[src/rtl/pipe_pkg.sv]
// Shared constants, opcodes, forwarding codes and pipeline-register layouts for the 8-bit teaching pipeline.
// No logic here; the helper functions are pure combinational decode used by the back end.
package pipe_pkg;

  localparam int DATA_W  = 8;
  localparam int REG_AW  = 3;
  localparam int DMEM_AW = 4;
  localparam int CNT_W   = 16;
  localparam int INSTR_W = 20;
  localparam int OP_W    = 4;

  localparam logic [OP_W-1:0] OP_NOP     = 4'h0;
  localparam logic [OP_W-1:0] OP_ALU_MIN = 4'h1;
  localparam logic [OP_W-1:0] OP_ALU_MAX = 4'h7;
  localparam logic [OP_W-1:0] OP_LOAD    = 4'h8;
  localparam logic [OP_W-1:0] OP_STORE   = 4'h9;

  localparam logic [1:0] FWD_NONE  = 2'b00;
  localparam logic [1:0] FWD_MEMWB = 2'b01;
  localparam logic [1:0] FWD_EXMEM = 2'b10;

  localparam int OP_MSB  = 19;
  localparam int OP_LSB  = 16;
  localparam int RS1_MSB = 15;
  localparam int RS1_LSB = 13;
  localparam int RS2_MSB = 12;
  localparam int RS2_LSB = 10;
  localparam int RD_MSB  = 9;
  localparam int RD_LSB  = 7;

  typedef struct packed {
    logic              valid;
    logic              regwrite;
    logic [OP_W-1:0]   op;
    logic [REG_AW-1:0] rd;
    logic [DATA_W-1:0] alu;
    logic [DATA_W-1:0] store_data;
  } exmem_t;

  typedef struct packed {
    logic              valid;
    logic              regwrite;
    logic [REG_AW-1:0] rd;
    logic [DATA_W-1:0] wb_data;
  } memwb_t;

  // r0 is hardwired zero, so a write to it is never a real write (and never forwards).
  function automatic logic writes_reg(input logic valid, input logic [OP_W-1:0] op,
                                      input logic [REG_AW-1:0] rd);
    return valid && (op >= OP_ALU_MIN) && (op <= OP_LOAD) && (rd != '0);
  endfunction

endpackage

[src/rtl/data_mem.sv]
// Data memory: synchronous write, asynchronous read, whole array cleared on rst.
// Latency: write lands at the clock edge, read is combinational; no backpressure.
// Reset wins over a same-edge write.
module data_mem #(
  parameter int AW = 4,
  parameter int DW = 8
) (
  input  logic          clk,
  input  logic          rst,
  input  logic          we,
  input  logic [AW-1:0] waddr,
  input  logic [DW-1:0] wdata,
  input  logic [AW-1:0] raddr,
  output logic [DW-1:0] rdata
);

  localparam int DEPTH = 1 << AW;

  logic [DW-1:0] mem [DEPTH];

  always_ff @(posedge clk) begin
    if (rst) begin
      for (int i = 0; i < DEPTH; i++) mem[i] <= '0;
    end else if (we) begin
      mem[waddr] <= wdata;
    end
  end

  assign rdata = mem[raddr];

endmodule

[src/rtl/ex_mem_wb_backend.sv]
// EX/MEM and MEM/WB registers, data memory access, register-file write port and EX operand forwarding.
// Latency: EX result commits to the register file 2 edges after its EX cycle; forwarding is combinational.
// No backpressure: one instruction (or bubble) enters per cycle, load-use stalls are handled upstream.
module ex_mem_wb_backend
  import pipe_pkg::*;
(
  input  logic              clk,
  input  logic              rst,
  input  logic              ex_valid,
  input  logic [OP_W-1:0]   ex_op,
  input  logic [REG_AW-1:0] ex_rd,
  input  logic [DATA_W-1:0] ex_alu,
  input  logic [DATA_W-1:0] ex_store_data,
  input  logic [REG_AW-1:0] id_ex_rs,
  input  logic [REG_AW-1:0] id_ex_rt,
  output logic              id_ex_memread,
  output logic [1:0]        forwardA,
  output logic [1:0]        forwardB,
  output logic [DATA_W-1:0] fwd_exmem_data,
  output logic [DATA_W-1:0] fwd_memwb_data,
  output logic              rf_we,
  output logic [REG_AW-1:0] rf_wa,
  output logic [DATA_W-1:0] rf_wd,
  output logic [CNT_W-1:0]  retired_cnt
);

  exmem_t              exmem, exmem_d;
  memwb_t              memwb, memwb_d;
  logic [DATA_W-1:0]   dmem_rdata;
  logic                dmem_we;

  assign dmem_we = exmem.valid && (exmem.op == OP_STORE);

  data_mem #(.AW(DMEM_AW), .DW(DATA_W)) u_dmem (
    .clk   (clk),
    .rst   (rst),
    .we    (dmem_we),
    .waddr (exmem.alu[DMEM_AW-1:0]),
    .wdata (exmem.store_data),
    .raddr (exmem.alu[DMEM_AW-1:0]),
    .rdata (dmem_rdata)
  );

  always_comb begin
    exmem_d            = '0;
    exmem_d.valid      = ex_valid;
    exmem_d.regwrite   = writes_reg(ex_valid, ex_op, ex_rd);
    exmem_d.op         = ex_op;
    exmem_d.rd         = ex_rd;
    exmem_d.alu        = ex_alu;
    exmem_d.store_data = ex_store_data;

    memwb_d            = '0;
    memwb_d.valid      = exmem.valid;
    memwb_d.regwrite   = exmem.regwrite;
    memwb_d.rd         = exmem.rd;
    memwb_d.wb_data    = (exmem.op == OP_LOAD) ? dmem_rdata : exmem.alu;
  end

  always_ff @(posedge clk) begin
    if (rst) begin
      exmem       <= '0;
      memwb       <= '0;
      retired_cnt <= '0;
    end else begin
      exmem <= exmem_d;
      memwb <= memwb_d;
      // Stores retire too; the counter sticks at all-ones rather than wrapping.
      if (memwb.valid && (retired_cnt != '1)) retired_cnt <= retired_cnt + CNT_W'(1);
    end
  end

  // A load in EX/MEM has no data yet, so it never forwards; the hazard unit stalls the consumer instead.
  always_comb begin
    forwardA = FWD_NONE;
    forwardB = FWD_NONE;
    if (exmem.regwrite && (exmem.op != OP_LOAD) && (exmem.rd == id_ex_rs)) forwardA = FWD_EXMEM;
    else if (memwb.regwrite && (memwb.rd == id_ex_rs))                     forwardA = FWD_MEMWB;
    if (exmem.regwrite && (exmem.op != OP_LOAD) && (exmem.rd == id_ex_rt)) forwardB = FWD_EXMEM;
    else if (memwb.regwrite && (memwb.rd == id_ex_rt))                     forwardB = FWD_MEMWB;
  end

  assign id_ex_memread  = ex_valid && (ex_op == OP_LOAD);
  assign fwd_exmem_data = exmem.alu;
  assign fwd_memwb_data = memwb.wb_data;
  assign rf_we          = memwb.regwrite;
  assign rf_wa          = memwb.rd;
  assign rf_wd          = memwb.wb_data;

endmodule

[config.mk]
export PLATFORM = sky130hd
export DESIGN_NAME = ex_mem_wb_backend
export DESIGN_NICKNAME = d
export VERILOG_FILES = /design/src/rtl/pipe_pkg.sv /design/src/rtl/data_mem.sv /design/src/rtl/ex_mem_wb_backend.sv
export SDC_FILE = /design/constraint.sdc
export NUM_CORES = 1
export LEC_CHECK = 0
export ABC_AREA = 1
export CAP_MARGIN = 20
export CORE_ASPECT_RATIO = 1.2
export CORE_MARGIN = 2
export CORE_UTILIZATION = 55
export DETAILED_ROUTE_END_ITERATION = 16
export PLACE_DENSITY = 0.74
export SKIP_LAST_GASP = 1
export SYNTH_ARGS = -nofsm -noshare
export SYNTH_HDL_FRONTEND = slang
export SYNTH_SLANG_ARGS = --single-unit
[constraint.sdc]
create_clock -name clk -period 5.6 [get_ports clk]
set_clock_uncertainty 0.1 [all_clocks]
set_input_delay 1.12 -clock clk [delete_from_list [all_inputs] [get_ports clk]]
set_output_delay 1.12 -clock clk [all_outputs]
set_load 0.1 [all_outputs]
After elaboration in Yosys (flattened, before gate mapping)
Memories as Yosys holds them, arrays and structs flattened. A register that Yosys moved wholly into a read port is not among the register bits.
Index checks and enable logic that the tools add are counted.
{"block": "word_totals", "register_bits": 54, "ram_bits": 128, "input_bits": 32, "word_cells": 51, "mem_count": 1}
{"block": "classes", "add_sub_neg": 1, "order_cmp": 2, "eq_ne": 9, "n_mux": 14, "reduce_logical": 13}
{"name": "u_dmem.mem", "words": 16, "word_bits": 8, "read_ports": 1, "rd_ports_with_merged_regs": 1, "write_ports": 16, "line_no": "data_mem.sv:19", "source": "logic [DW-1:0] mem [DEPTH];"}
{"cell": "$add 16x1->16 const B", "n": 1}
{"cell": "$mux 8", "n": 2}
{"cell": "$ne 16x16->1 const B", "n": 1}
{"cell": "$eq 3x3->1", "n": 4}
{"cell": "$eq 4x4->1 const B", "n": 3}
{"cell": "$logic_and 1x1->1", "n": 11}
{"cell": "$mux 1", "n": 8}
{"cell": "$mux 4", "n": 2}
{"cell": "$reduce_or 8->1", "n": 1}
{"cell": "$ge 4x1->1 const B", "n": 1}
{"cell": "$le 4x4->1 const B", "n": 1}
{"cell": "$mux 2", "n": 2}
{"cell": "$ne 4x4->1 const B", "n": 1}
{"cell": "$reduce_bool 3->1", "n": 1}

Depth between registers and ports, before layout
Gate-level depths: netlist of run 1.
{"block": "depth", "ltp_word": 7, "depth_mapped": 12, "ltp_nobuf": 9}

By module
A second synthesis of run 1 with hierarchy kept.
{"block": "unflattened", "cells_unflattened": 1048, "hier_area_um2": 8677.1}
{"mod": "data_mem", "instances": 1, "cells_per_inst": 708, "area_each_um2": 6244.7, "seq_area_each_um2": 3843.7}
{"mod": "ex_mem_wb_backend", "instances": 1, "cells_per_inst": 340, "area_each_um2": 2432.3, "seq_area_each_um2": 1081.0}

Least setup slack after synthesis of run 1
Ideal clock, no wire load.
{"block": "synth_timing", "path_kind": "input to output", "startpoint": "in id_ex_rs[2]", "endpoint": "out forwardA[0]", "t_arrival_ps": 4694, "required_time_ps": 4380, "path_slack_ps": -314, "cell_stages": 4, "n_path_buf": 0, "path_cell_list": "xnor2_1 nand3_1 nor3_1 nor2_1"}
{"block": "synth_via", "elab_chain_cells": 4, "elab_cells_between_ends": 6, "classes_between": "eq/ne (2); mux (2); reduce/logical (2)"}
{"element": "start: declaration", "line_no": "ex_mem_wb_backend.sv:14", "source": "input logic [REG_AW-1:0] id_ex_rs,"}
{"element": "$eq 3x3->1", "line_no": "ex_mem_wb_backend.sv:78", "source": "else if (memwb.regwrite && (memwb.rd == id_ex_rs)) forwardA = FWD_MEMWB;"}
{"element": "$logic_and 1x1->1", "line_no": "ex_mem_wb_backend.sv:78"}
{"element": "$mux 1", "line_no": "ex_mem_wb_backend.sv:78"}
{"element": "$mux 2 *", "line_no": "ex_mem_wb_backend.sv:77", "source": "if (exmem.regwrite && (exmem.op != OP_LOAD) && (exmem.rd == id_ex_rs)) forwardA = FWD_EXMEM;"}
{"element": "end: declaration", "line_no": "ex_mem_wb_backend.sv:17", "source": "output logic [1:0] forwardA,"}
Mark *: on every way between the ends. The rest lies on a longest branch, timed or not.

Final worst setup path of run 1
{"block": "layout_timing", "startpoint": "in id_ex_rt[2]", "endpoint": "out forwardB[0]"}
{"block": "layout_via", "elab_chain_cells": 4, "elab_cells_between_ends": 6, "classes_between": "eq/ne (2); mux (2); reduce/logical (2)"}
{"element": "start: declaration", "line_no": "ex_mem_wb_backend.sv:15", "source": "input logic [REG_AW-1:0] id_ex_rt,"}
{"element": "$eq 3x3->1", "line_no": "ex_mem_wb_backend.sv:80", "source": "else if (memwb.regwrite && (memwb.rd == id_ex_rt)) forwardB = FWD_MEMWB;"}
{"element": "$logic_and 1x1->1", "line_no": "ex_mem_wb_backend.sv:80"}
{"element": "$mux 1", "line_no": "ex_mem_wb_backend.sv:80"}
{"element": "$mux 2 *", "line_no": "ex_mem_wb_backend.sv:79", "source": "if (exmem.regwrite && (exmem.op != OP_LOAD) && (exmem.rd == id_ex_rt)) forwardB = FWD_EXMEM;"}
{"element": "end: declaration", "line_no": "ex_mem_wb_backend.sv:18", "source": "output logic [1:0] forwardB,"}
Marked as above.

==> results.md, run 1 <==
Status:
- The run finished with clean final reports.

Pwr:
- The total power of the final layout is 3.09 mW.
- In this run the power density over the cells is 312 nW/um^2.
- The leakage dissipation is 4.24 nW.
- The peak ir drop on the vdd network is 0.000178 V.

Route:
- For this run, design rule violations remaining after detail routing come to 0.
- In this run, the number of DRC markers left after iteration 0 of detailed routing was 597.
- The final layout contains routed wiring with a total length of 19700 um.
- The via density per instance is 5.19.
- Summing over every cut layer, the via total after detailed routing is 6420.
- The detail route stage leaves a number of antenna-violating nets equal to 0.
- The average routed wire per standard cell is 15.9 um.
- The first-pass detailed-route iteration total is 5.

Clocking:
- The number of levels the H-tree was split into is 4.
- TritonCTS built the clock tree.
- The CTS root buffer is sky130_fd_sc_hd__clkbuf_16.
- After clock tree synthesis, the clock-pin slew on the worst setup and hold paths is 0.07 ns.
- Buffers added to address setup during post-CTS repair amount to 0.
- The maximum number of buffers from clock root to sink is 2.
- For this design, the CTS-stage hold fixing added 0 buffers.
- The number of buffers added by the clock tree synthesis step is 17.
- For this design, the sink count on the clock tree is 182.
- The clock latency at the later pin of the worst-skew pair is 0.43 ns.
- Once the clock tree was built, the resizer swapped 0 gates to a different size.

Synthesis:
- The count of yosys warnings during synthesis is 0.
- The most instantiated flip-flop cell in the synthesis netlist is sky130_fd_sc_hd__edfxtp_1.
- The adder-cell share of the synthesized area is 0.00146.
- The fraction of registers with async set or reset after synthesis is 0.
- The cell area after technology mapping is 8540 um^2.
- The portion of the post-synthesis area used by sequential elements is 0.576.
- The post-synthesis compound-gate area fraction was 0.0173.
- Counting flops with a built-in enable in the synthesized netlist gives 128.
- The post-synthesis net count is 1018.
- The synthesized design contains 182 register bits.
- The netlist uses 27 different library cells.
- Of the total synthesized cell area, the portion taken by XOR and XNOR cells is 0.0154.
- Counting every instance in the synthesized netlist gives 985.
- After synthesis, the share of cell area in mux cells is 0.
- Of the total synthesized cell area, the portion taken by AND, OR, NAND and NOR gates is 0.316.
- The synthesized area per cell is 8.67 um^2.
- The largest family of logic cells by synthesized area is simple AND/OR/NAND/NOR gates.

STA:
- Based on the critical path, the design can be clocked at up to 0.228 GHz.
- The remaining max-slew budget at the tightest pin is 0.299.
- Setup repair after global routing left no endpoint under its margin.
- For the pin with the worst max-slew slack, the measured transition is 1.05 ns.
- The count of final setup violators is 0.
- Summed over all failing endpoints, the final setup total negative slack is 0 ns.
- The final max-slew violation count came to 0.
- The final period demand of the worst path is 4.38 ns.
- The number of hold-slack violations in the final timing report is 0.
- The period utilization is 0.782.

Placed design:
- The global placer's final weighted congestion is 0.836.
- Detailed placement ended at an HPWL of 13000 um.
- The number of port buffers is 80.
- Summing all placed instances gives a cell area of 9240 um^2.

Global routing:
- The number of antenna violations at the first check in global routing came to 0.
- In the global route stage, overall resource usage came out at 0.243.
- Entering global routing, the biggest net connects 70 pins.
- In the global route stage, met2 resource usage came out at 0.431.
- In the global route stage, met3 resource usage came out at 0.0493.
- The via count of the first global-routing pass came to 6079.
- For this run the aggregate overflow at the end of global routing stands at 0.
- The global routing stage identified its most utilized layer as met2.
- For met1 alone, demand over resource in global routing was 0.295.
- The first-pass GRT wire length is 31000 um.

Worst hold path:
- The min-delay analysis places its worst path in the category flip-flop to flip-flop.

Floorplanning:
- The die width is 118 um.
- The number of rows created at floorplan is 49.
- The die covers 16600 um^2.
- Pin placement for this block handled 81 I/O pins.
- For this configuration, the core starts out at a cell density of 0.567.
- The die is 141 um tall.
- The placeable core region is 15100 um^2.

Setup path:
- The highest net fanout along the worst path is 2.
- The critical path contains buffers and inverters numbering 2 combined.
- The dominant cell type by count on the critical path is sky130_fd_sc_hd__clkdlybuf4s50_1.
- The critical path goes through clkdlybuf4s50_1, xnor2_1, o2111ai_1, nor2_1, clkdlybuf4s50_1.
- For the worst setup path, the data required time is 4.38 ns.
- For the worst setup path, the data arrival time is 3.16 ns.
- STA classifies the critical path startpoint as an input port.
- Among cell families on the critical path, the largest total delay comes from buffers and inverters.
- The setup path with the least slack is of type input port to output pin.
- The longest individual stage delay on the worst path is 1.14 ns.
- The kind of capture point of the worst setup path is an output pin.
- The slowest stage of the critical path is the sky130_fd_sc_hd__clkdlybuf4s50_1 cell.

Final layout:
- The area growth from synthesis to layout is 15.7%.
- In the final design database the tool counted 1053 nets.
- The share of final-layout standard cells stronger than drive strength 1 is 0.0774.
- The final design area excluding fillers is 9890 um^2.
- For this run, the share of the core covered by cells in the final layout is 0.656.
- The number of antenna diodes in the final layout is 0.

Job:
- Across the run, the number of max-cap violations was 0.
==> cell families (layout without fill, tap and decap cells) <==
| kind of cell | count (synthesis) | in the layout |
|---|---|---|
| AO/OA/AOI/OAI | 27 | 27 |
| adder cells (fa/ha/maj) | 1 | 1 |
| AND/OR/NAND/NOR | 630 | 630 |
| XOR/XNOR | 15 | 15 |
| flip-flops | 182 | 182 |
| buffers and inverters | 130 | 178 |
==> layer usage <==
| metal | wire length (um) | part of all wire | up-vias |
|---|---|---|---|
| met4 | 557 | 0.028 | 0 |
| met1 | 7850 | 0.40 | 2968 |
| met3 | 1170 | 0.059 | 42 |
| li1 | - | - | 3175 |
| met5 | 0 | 0 | - |
| met2 | 10200 | 0.51 | 235 |
==> state kept, by name (all words and copies together) (netlist names) <==
signal	flops
u_dmem.mem	128
exmem	17
retired_cnt	16
fwd_exmem_data	8
fwd_memwb_data	8
rf_wa	3
memwb	1
rf_we	1
==> path summary, 6_finish.rpt <==
check / start / endpoint / slack, ns / depth (start not counted)
worst max-delay path: id_ex_rt[2] / forwardB[0] / 1.22 / 5
worst min-delay path: exmem[23] / rf_we / 0.35 / 2
worst max register to register: fwd_exmem_data[0] / u_dmem.mem[13][6] / 2.37 / 5
worst min register to register: exmem[23] / rf_we / 0.35 / 2
==> power by group <==
| group | leakage (nW) | total, mW | internal [mW] | switching (mW) |
|---|---|---|---|---|
| clock | 0.312 | 1.30 | 0.812 | 0.483 |
| combinational | 2.11 | 0.302 | 0.0743 | 0.228 |
| sequential | 1.82 | 1.49 | 1.47 | 0.0179 |
==> final cells by class <==
cell class	count	area, um^2
Clock buffer	22	464
Clock inverter	10	176
Fill cell	1264	5190
Inverter	59	221
Multi-Input combinational cell	673	3000
Sequential cell	182	4930
Tap cell	204	255
Timing Repair Buffer	87	851
==> cell usage after synthesis, drive strengths merged, types with 2 or more instances <==
master | n | area [um^2]
a21oi | 13 | 65.1
buf | 50 | 329
clkbuf | 21 | 78.8
dfxtp | 54 | 1080
edfxtp | 128 | 3840
inv | 59 | 221
nand2 | 355 | 1450
nand3 | 46 | 243
nand4 | 14 | 87.6
nor2 | 209 | 830
nor3 | 6 | 86.3
o2111ai | 2 | 17.5
o21ai | 10 | 50.0
xnor2 | 10 | 87.6
xor2 | 5 | 43.8
==> tightest hold or removal path: cells and delay by family, from the launching register on <==
| kind | cells | cell delay (ns) |
|---|---|---|
| buffers and inverters | 1 | 0.05 |
| DFF | 1 | 0.32 |
| and+or+nand+nor | 1 | 0.03 |
==> placed cells by master, fill, tap and decap left out <==
| master | Yosys | layout |
|---|---|---|
| sky130_fd_sc_hd__a21oi_1 | 13 | 13 |
| sky130_fd_sc_hd__clkbuf_1 | 21 | 3 |
| sky130_fd_sc_hd__edfxtp_1 | 128 | 128 |
| sky130_fd_sc_hd__nand3_4 | 1 | 1 |
| sky130_fd_sc_hd__ha_1 | 1 | 1 |
| sky130_fd_sc_hd__clkinv_2 | 0 | 3 |
| sky130_fd_sc_hd__o31ai_1 | 1 | 1 |
| sky130_fd_sc_hd__bufinv_16 | 0 | 5 |
| sky130_fd_sc_hd__xor2_1 | 5 | 5 |
| sky130_fd_sc_hd__clkinv_1 | 0 | 1 |
| sky130_fd_sc_hd__nor3_4 | 5 | 5 |
| sky130_fd_sc_hd__nor3_2 | 0 | 1 |
| sky130_fd_sc_hd__nand2_4 | 16 | 16 |
| sky130_fd_sc_hd__clkdlybuf4s50_1 | 0 | 79 |
| sky130_fd_sc_hd__o2111ai_1 | 2 | 2 |
| sky130_fd_sc_hd__dfxtp_1 | 54 | 53 |
| sky130_fd_sc_hd__o21ai_1 | 1 | 1 |
| sky130_fd_sc_hd__o21ai_0 | 9 | 9 |
| sky130_fd_sc_hd__inv_1 | 57 | 57 |
| sky130_fd_sc_hd__dfxtp_2 | 0 | 1 |
| sky130_fd_sc_hd__nand3_1 | 45 | 45 |
| sky130_fd_sc_hd__clkbuf_16 | 0 | 17 |
| sky130_fd_sc_hd__nor2_1 | 191 | 191 |
| sky130_fd_sc_hd__nand2_1 | 339 | 339 |
| sky130_fd_sc_hd__nand4_1 | 14 | 14 |
| sky130_fd_sc_hd__nor2_2 | 18 | 18 |
| sky130_fd_sc_hd__clkbuf_8 | 0 | 2 |
| sky130_fd_sc_hd__a21boi_0 | 1 | 1 |
| sky130_fd_sc_hd__xnor2_1 | 10 | 10 |
| sky130_fd_sc_hd__clkinvlp_4 | 0 | 1 |
| sky130_fd_sc_hd__buf_4 | 30 | 8 |
| sky130_fd_sc_hd__inv_2 | 2 | 2 |
==> metrics by stage <==
step	worst slack (ns)	instances	hold WS [ns]
floorplan	0.822	985	0.303
global route	1.12	1237	0.378
CTS	1.22	1236	0.352
finish	1.22	1237	0.345
global placement	1.24	1204	0.319
detailed placement	1.21	1204	0.330
Note: power is estimated with default switching activity, not from simulation.
==> run 2, diff against run 1 <==
- clock period: 5.6 -> 4.4 ns (I/O delays scaled with it)
==> run 2 against run 1 <==
Against the previous run:
- first-iteration DRC count rose by 17%
- core utilization decreased by 0.55 points
- worst hold slack improved by 0.011 ns
- global-route usage increased by 0.20 points
- sequential share of layout area up 0.42 points
- design area shrank 0.83%
- critical path depth is 1 higher
- register-to-register slack worse by 0.41 ns
- total power up 21%
- critical endpoint is now forwardA[0]
- via count grew 0.75%
- wire length about the same
==> results.md, run 2 (synthesis gave the netlist of run 1 again) <==
Route:
- The first-pass detailed-route iteration total came to 5 (unchanged).
- The total via count in the routed design is 6468 (+0.75%).
- The total wire length is 19700 um (about the same).
- The number of nets still failing antenna checks after routing is 0 (unchanged).
- The remaining design rule violation count is 0 (unchanged).
- The via density per instance was 5.23 (+0.75%).
- The detailed router's first-iteration violation count is 696 (+17%).
- The average routed wire per standard cell is 15.9 um (about the same).

STA:
- The transition at the pin with the smallest max-transition slack is 1.04 ns (-0.0118 ns).
- The maximum clock frequency is 0.321 GHz.
- The remaining max-slew budget at the tightest pin is 0.307 (+0.00788).
- Dividing the final minimum period by the clock period gives 0.709.
- The final max-slew violation count is 0 (unchanged).
- The count of final setup violators came to 0 (unchanged).
- The final period demand of the worst path is 3.12 ns.
- The number of hold-slack violations in the final timing report is 0 (unchanged).
- Setup repair after global routing left no endpoint under its margin.
- The setup TNS is 0 ns (unchanged).

Final layout:
- The post-layout net count is 1053 (unchanged).
- The layout filler cell count is 1269 (+0.40%).
- The number of flip-flops under the largest register name is 128 (unchanged).
- The diode insertion count for antenna repair is 0 (unchanged).
- In the final layout, the registers with the most flip-flops are u_dmem.mem (128), exmem (17), retired_cnt (16).
- The register name with the most flops is u_dmem.mem.
- Compared with the post-synthesis result, the final layout area differs by 14.8%.
- The most frequent standard cell in the layout excluding fill and tap cells is sky130_fd_sc_hd__nand2_1.
- The share of final-layout standard cells stronger than drive strength 1 is 0.0842 (+0.00678).
- The final instance count without filler cells came to 1237 (unchanged).
- In the layout the commonest cells are 339 x sky130_fd_sc_hd__nand2_1, 191 x sky130_fd_sc_hd__nor2_1, 128 x sky130_fd_sc_hd__edfxtp_1, 74 x sky130_fd_sc_hd__clkdlybuf4s50_1, 57 x sky130_fd_sc_hd__inv_1.

Clocking:
- The post-CTS setup repair buffer count is 0 (unchanged).
- The maximum number of buffers from clock root to sink was 2 (unchanged).
- The number of buffers added by the clock tree synthesis step came to 17 (unchanged).
- Clock tree synthesis selected as its root buffer the cell sky130_fd_sc_hd__clkbuf_16.
- The post-cts resize count came to 0 (unchanged).
- The TritonCTS sink count is 182 (unchanged).
- The CTS tree is done.
- The clock transition at the register clock pins on the worst setup and hold paths after CTS is 0.07 ns (about the same).
- The number of levels the H-tree was split into came to 4 (unchanged).
- The hold buffer count at CTS came to 0 (unchanged).
- The clock latency at the later pin of the worst-skew pair is 0.44 ns (about the same).

Floorplanning:
- The placeable core region is 15100 um^2 (unchanged).
- The number of rows created at floorplan is 49 (unchanged).
- The effective utilization at floorplan is 0.567 (unchanged).
- The die height is 141 um (unchanged).
- The area enclosed by the die boundary is 16600 um^2 (unchanged).
- The I/O pin count is 81 (unchanged).
- The die width was 118 um (unchanged).

Global routing:
- The number of antenna violations at the first check in global routing came to 0 (unchanged).
- The via count of the first global-routing pass is 6249 (+2.8%).
- The global route total overflow is 0 (unchanged).
- The first-pass GRT wire length came to 31300 um (+1.2%).
- The pin count of the biggest net entering global routing is 69 (-1.4%).
- The total track usage came to 0.245 (+0.00198).

Placed design:
- The number of port buffers was 80 (unchanged).
- The detailed placer's ending HPWL is 13000 um (about the same).
- The global placer's final weighted congestion is 0.816 (-2.3%).
- The instance count after placement with tap cells included was 1204 (unchanged).

Setup path:
- The total buffers and inverters traversed by the critical path is 3 (+1).
- The longest individual stage delay on the worst path is 0.48 ns (-0.66 ns).
- Broken down by cell family, the worst path's largest delay share belongs to buffers and inverters.
- The endpoint required time on the critical path is 3.42 ns (-0.96 ns).
- The highest net fanout along the worst path is 3 (+1).
- STA classifies the critical path startpoint as an input port.
- The critical path is of the input port to output pin type.
- The cell at the slowest stage of the critical path is sky130_fd_sc_hd__clkdlybuf4s50_1.
- The kind of capture point of the worst setup path is an output pin.
- The arrival time at the worst endpoint is 2.14 ns (-1.02 ns).
- The register-to-register setup slack came to 1.96 ns (-0.41 ns).
- Traced cell by cell, the critical path runs through clkdlybuf4s50_1, inv_1, a21boi_0, o2111ai_1, nor2_1, buf_4.

Pwr:
- The leakage dissipation is 4.22 nW (-0.46%).
- The power per unit of standard cell area is 380 nW/um^2 (+22%).
- The peak ir drop on the vdd network was 0.000237 V (+33%).

Job:
- The max-capacitance violation count is 0 (unchanged).

Status:
- The run finished with clean final reports.

Worst hold path:
- The type of the tightest min-delay check is flip-flop to flip-flop.
## run 2: routing by layer
layer  wire, um  GRT usage  vias up
met5          0          0        -
met4        609      0.110        0
met3       1240     0.0415       50
met2      10100      0.431      217
met1       7730      0.297     3027
li1           -          -     3174
## run 2: area by class of cell
type                    count  area, um^2  area share
clock inverters             9        63.8     0.00651
flip-flops and latches    182        4930       0.502
inverters                  59         221      0.0226
repair buffers             87         846      0.0862
clock buffers              23         499      0.0509
multi-input cells         673        3000       0.305
well taps                 204         255      0.0260
## run 2: worst paths after layout
path	startpoint	end	cells after the start
worst min-delay path	exmem[23]	rf_we	2
worst max-delay path	id_ex_rs[0]	forwardA[0]	6
worst min register to register	exmem[23]	rf_we	2
worst max register to register	fwd_exmem_data[0]	u_dmem.mem[13][5]	4
## run 2: power by group
part,leakage [nW],switching [mW],internal (mW)
Combinational,2.12,0.289,0.0948
Sequential,1.82,0.0241,1.88
Clock,0.280,0.637,0.805
## run 2: stage by stage
step                      setup slack (ns)  power [mW]  instance area, um^2  utilization  hold slack, ns
after global placement                1.02        2.31                 9230        0.612           0.321
after CTS                             1.28        3.73                 9790        0.649           0.356
after detailed placement              1.01        2.32                 9230        0.612           0.324
after global routing                  1.22        3.83                 9810        0.650           0.376
after floorplan                      0.102        2.22                 8550            -           0.303
final                                 1.28        3.73                 9810        0.650           0.356
## run 2: worst register-to-register path, delay by kind of cell (launching register included)
kind / cells / cell delay (ns)
flops: 1 / 0.34
buf+inv: 1 / 0.37
simple gates: 3 / 1.30
==> run 3, diff against run 2 <==
- CORE_UTILIZATION: 55 -> 52
- PLACE_DENSITY: 0.74 -> 0.73
- clock period: 4.4 -> 2.5 ns (I/O delays scaled with it)
==> run 3 against run 2 <==
Against the previous run:
- sequential share of layout area is 1.2 points lower
- design area is 2.4% higher
- die area up 5.6%
- cell count increased by 2.6%
- wire length fell by 2.7%
- clock power is 83% higher
- register-to-register slack lost 1.4 ns
==> results.md, run 3 (synthesis gave the netlist of run 1 again) <==
Final layout:
- Leaving out fill and tap cells, the most frequent cells in the layout are 339 x sky130_fd_sc_hd__nand2_1, 187 x sky130_fd_sc_hd__nor2_1, 128 x sky130_fd_sc_hd__edfxtp_1, 72 x sky130_fd_sc_hd__buf_4, 57 x sky130_fd_sc_hd__inv_1.
- The number of flip-flops under the largest register name came to 128 (unchanged).
- The final design area excluding fillers is 10000 um^2 (+2.4%).
- The growth of design area from synthesis to finish is 17.5%.
- The register with the most flip-flops in the final layout is u_dmem.mem.
- Leaving out fill and tap cells, the most frequent cell in the layout is sky130_fd_sc_hd__nand2_1.
- The diode insertion count for antenna repair is 0 (unchanged).
- The largest registers in the layout are u_dmem.mem (128), exmem (17), retired_cnt (16).
- The post-layout net count is 1077 (+2.3%).
- The share of final-layout standard cells stronger than drive strength 1 was 0.150 (+0.0662).

Global routing:
- The global route total overflow came to 0 (unchanged).
- The most congested layer reported by global routing is met2.
- The total track usage is 0.233 (-0.0128).
- The via count of the first global-routing pass is 6149 (-1.6%).
- The pin count of the biggest net entering global routing is 70 (+1.4%).
- The number of antenna violations at the first check in global routing is 0 (unchanged).
- The global-route met2 utilization came to 0.405 (-0.0255).
- The first-pass GRT wire length is 30700 um (-2.0%).
- The global routing usage on met1 was 0.281 (-0.0167).
- The met3 capacity usage during global routing is 0.0509 (+0.00934).

Floorplanning:
- The area enclosed by the die boundary is 17500 um^2 (+5.6%).
- The I/O pin count is 81 (unchanged).
- The die width is 121 um (+2.7%).
- The die height came to 144 um (+2.8%).
- The number of rows created at floorplan is 51 (+4.1%).
- The effective utilization at floorplan is 0.529 (-0.0373).
- The placeable core region was 16100 um^2 (+7.0%).

Clocking:
- The number of buffers added by the clock tree synthesis step is 17 (unchanged).
- The clock transition at the register clock pins on the worst setup and hold paths after CTS is 0.07 ns (about the same).
- The CTS root buffer is sky130_fd_sc_hd__clkbuf_16.
- The clock latency at the later pin of the worst-skew pair is 0.44 ns (about the same).
- The hold buffer count at CTS is 0 (unchanged).
- The number of levels the H-tree was split into is 4 (unchanged).
- The post-cts resize count is 0 (unchanged).
- The CTS tree is done.
- The TritonCTS sink count came to 182 (unchanged).
- The post-CTS setup repair buffer count is 0 (unchanged).
- The maximum number of buffers from clock root to sink is 2 (unchanged).

STA:
- The maximum clock frequency is 0.425 GHz.
- The final max-slew violation count is 0 (unchanged).
- The worst path needs 2.35 ns of the cycle, external delays included.
- The setup TNS was 0 ns (unchanged).
- The count of final setup violators came to 0 (unchanged).
- Setup repair after global routing left no endpoint under its margin.
- The remaining max-slew budget at the tightest pin is 0.413 (+0.106).
- The number of hold-slack violations in the final timing report is 0 (unchanged).
- The transition at the pin with the smallest max-transition slack is 0.880 ns (-0.158 ns).
- The period utilization is 0.941.

Job:
- The max-capacitance violation count is 0 (unchanged).

Pwr:
- The total power of the final layout came to 6.67 mW (+79%).
- The power per unit of standard cell area is 665 nW/um^2 (+75%).
- The peak ir drop on the vdd network was 0.000357 V (+50%).
- The leakage dissipation is 4.44 nW (+5.3%).

Worst hold path:
- The tightest min-delay check is of the flip-flop to flip-flop type.

Status:
- The run finished with clean final reports.

Route:
- The via density per instance is 5.03 (-3.8%).
- The number of nets still failing antenna checks after routing is 0 (unchanged).
- The first-pass detailed-route iteration total is 5 (unchanged).
- The detailed router's first-iteration violation count was 505 (-27%).
- The total wire length is 19200 um (-2.7%).
- The total via count in the routed design is 6384 (-1.3%).
- The average routed wire per standard cell is 15.1 um (-5.2%).
- The remaining design rule violation count was 0 (unchanged).

Setup path:
- The highest net fanout along the worst path is 3 (unchanged).
- The worst setup path is captured at an output pin.
- The arrival time at the worst endpoint was 1.75 ns (-0.39 ns).
- STA classifies the critical path startpoint as an input port.
- The kind of critical path is input port to output pin.
- The endpoint required time on the critical path is 1.90 ns (-1.52 ns).

Placed design:
- The cell area reported after detailed placement came to 9450 um^2 (+2.4%).
- The number of port buffers is 80 (unchanged).
- The detailed placer's ending HPWL is 13200 um (+1.5%).
- The global placer's final weighted congestion came to 0.842 (+3.2%).
==> run 3: cell types whose count changed in the layout (fill, tap and decap cells not counted), moves of 2 or more <==
cell,before,now
sky130_fd_sc_hd__buf_4,12,72
sky130_fd_sc_hd__clkdlybuf4s50_1,74,31
sky130_fd_sc_hd__clkbuf_1,2,0
sky130_fd_sc_hd__clkinv_4,1,4
sky130_fd_sc_hd__bufinv_16,0,2
sky130_fd_sc_hd__nor2_4,0,3
sky130_fd_sc_hd__nor2_1,191,187
sky130_fd_sc_hd__clkbuf_8,3,1
sky130_fd_sc_hd__buf_12,0,8
==> run 3: final timing paths <==
| kind | start | endpoint | slack [ns] | cells past startpoint |
|---|---|---|---|---|
| worst min-delay path | exmem[23] | rf_we | 0.33 | 2 |
| worst min register to register | exmem[23] | rf_we | 0.33 | 2 |
| worst max-delay path | id_ex_rs[0] | forwardA[0] | 0.15 | 6 |
| worst max register to register | fwd_exmem_data[1] | fwd_memwb_data[5] | 0.61 | 8 |
==> run 3: cell type report <==
type	count	area, um^2
clock buffers	18	439
clock inverters	14	150
fillers	1379	6100
inverters	59	221
multi-input cells	673	3030
flip-flops and latches	182	4930
well taps	212	265
repair buffers	111	1010
==> run 3: power breakdown <==
part / total (mW) / internal (mW) / leakage, nW / switching, mW
registers: 3.34 / 3.30 / 1.82 / 0.0405
clock network: 2.64 / 1.50 / 0.285 / 1.14
logic: 0.688 / 0.172 / 2.34 / 0.516
==> run 3: worst max-delay path: stages <==
cell and delay, ns:
sky130_fd_sc_hd__clkdlybuf4s50_1 0.47, sky130_fd_sc_hd__inv_1 0.06, sky130_fd_sc_hd__a21boi_0 0.15, sky130_fd_sc_hd__o2111ai_1 0.21, sky130_fd_sc_hd__nor2_4 0.18, sky130_fd_sc_hd__buf_12 0.18
==> run 3: through the flow <==
| step | utilization | hold WS, ns | setup WS [ns] | instances |
|---|---|---|---|---|
| after CTS | 0.622 | 0.334 | 0.146 | 1269 |
| after detailed placement | 0.585 | 0.317 | 0.0602 | 1237 |
| final | 0.622 | 0.331 | 0.147 | 1269 |
| after global placement | 0.585 | 0.314 | 0.111 | 1237 |
| after floorplan | - | 0.303 | 0.0131 | 985 |
| after global routing | 0.622 | 0.347 | 0.0528 | 1269 |
==> run 3: metal layers <==
layer | share of wire | wire, um
met1 | 0.40 | 7660
met4 | 0.024 | 452
met3 | 0.056 | 1080
met5 | 0 | 0
met2 | 0.52 | 9990
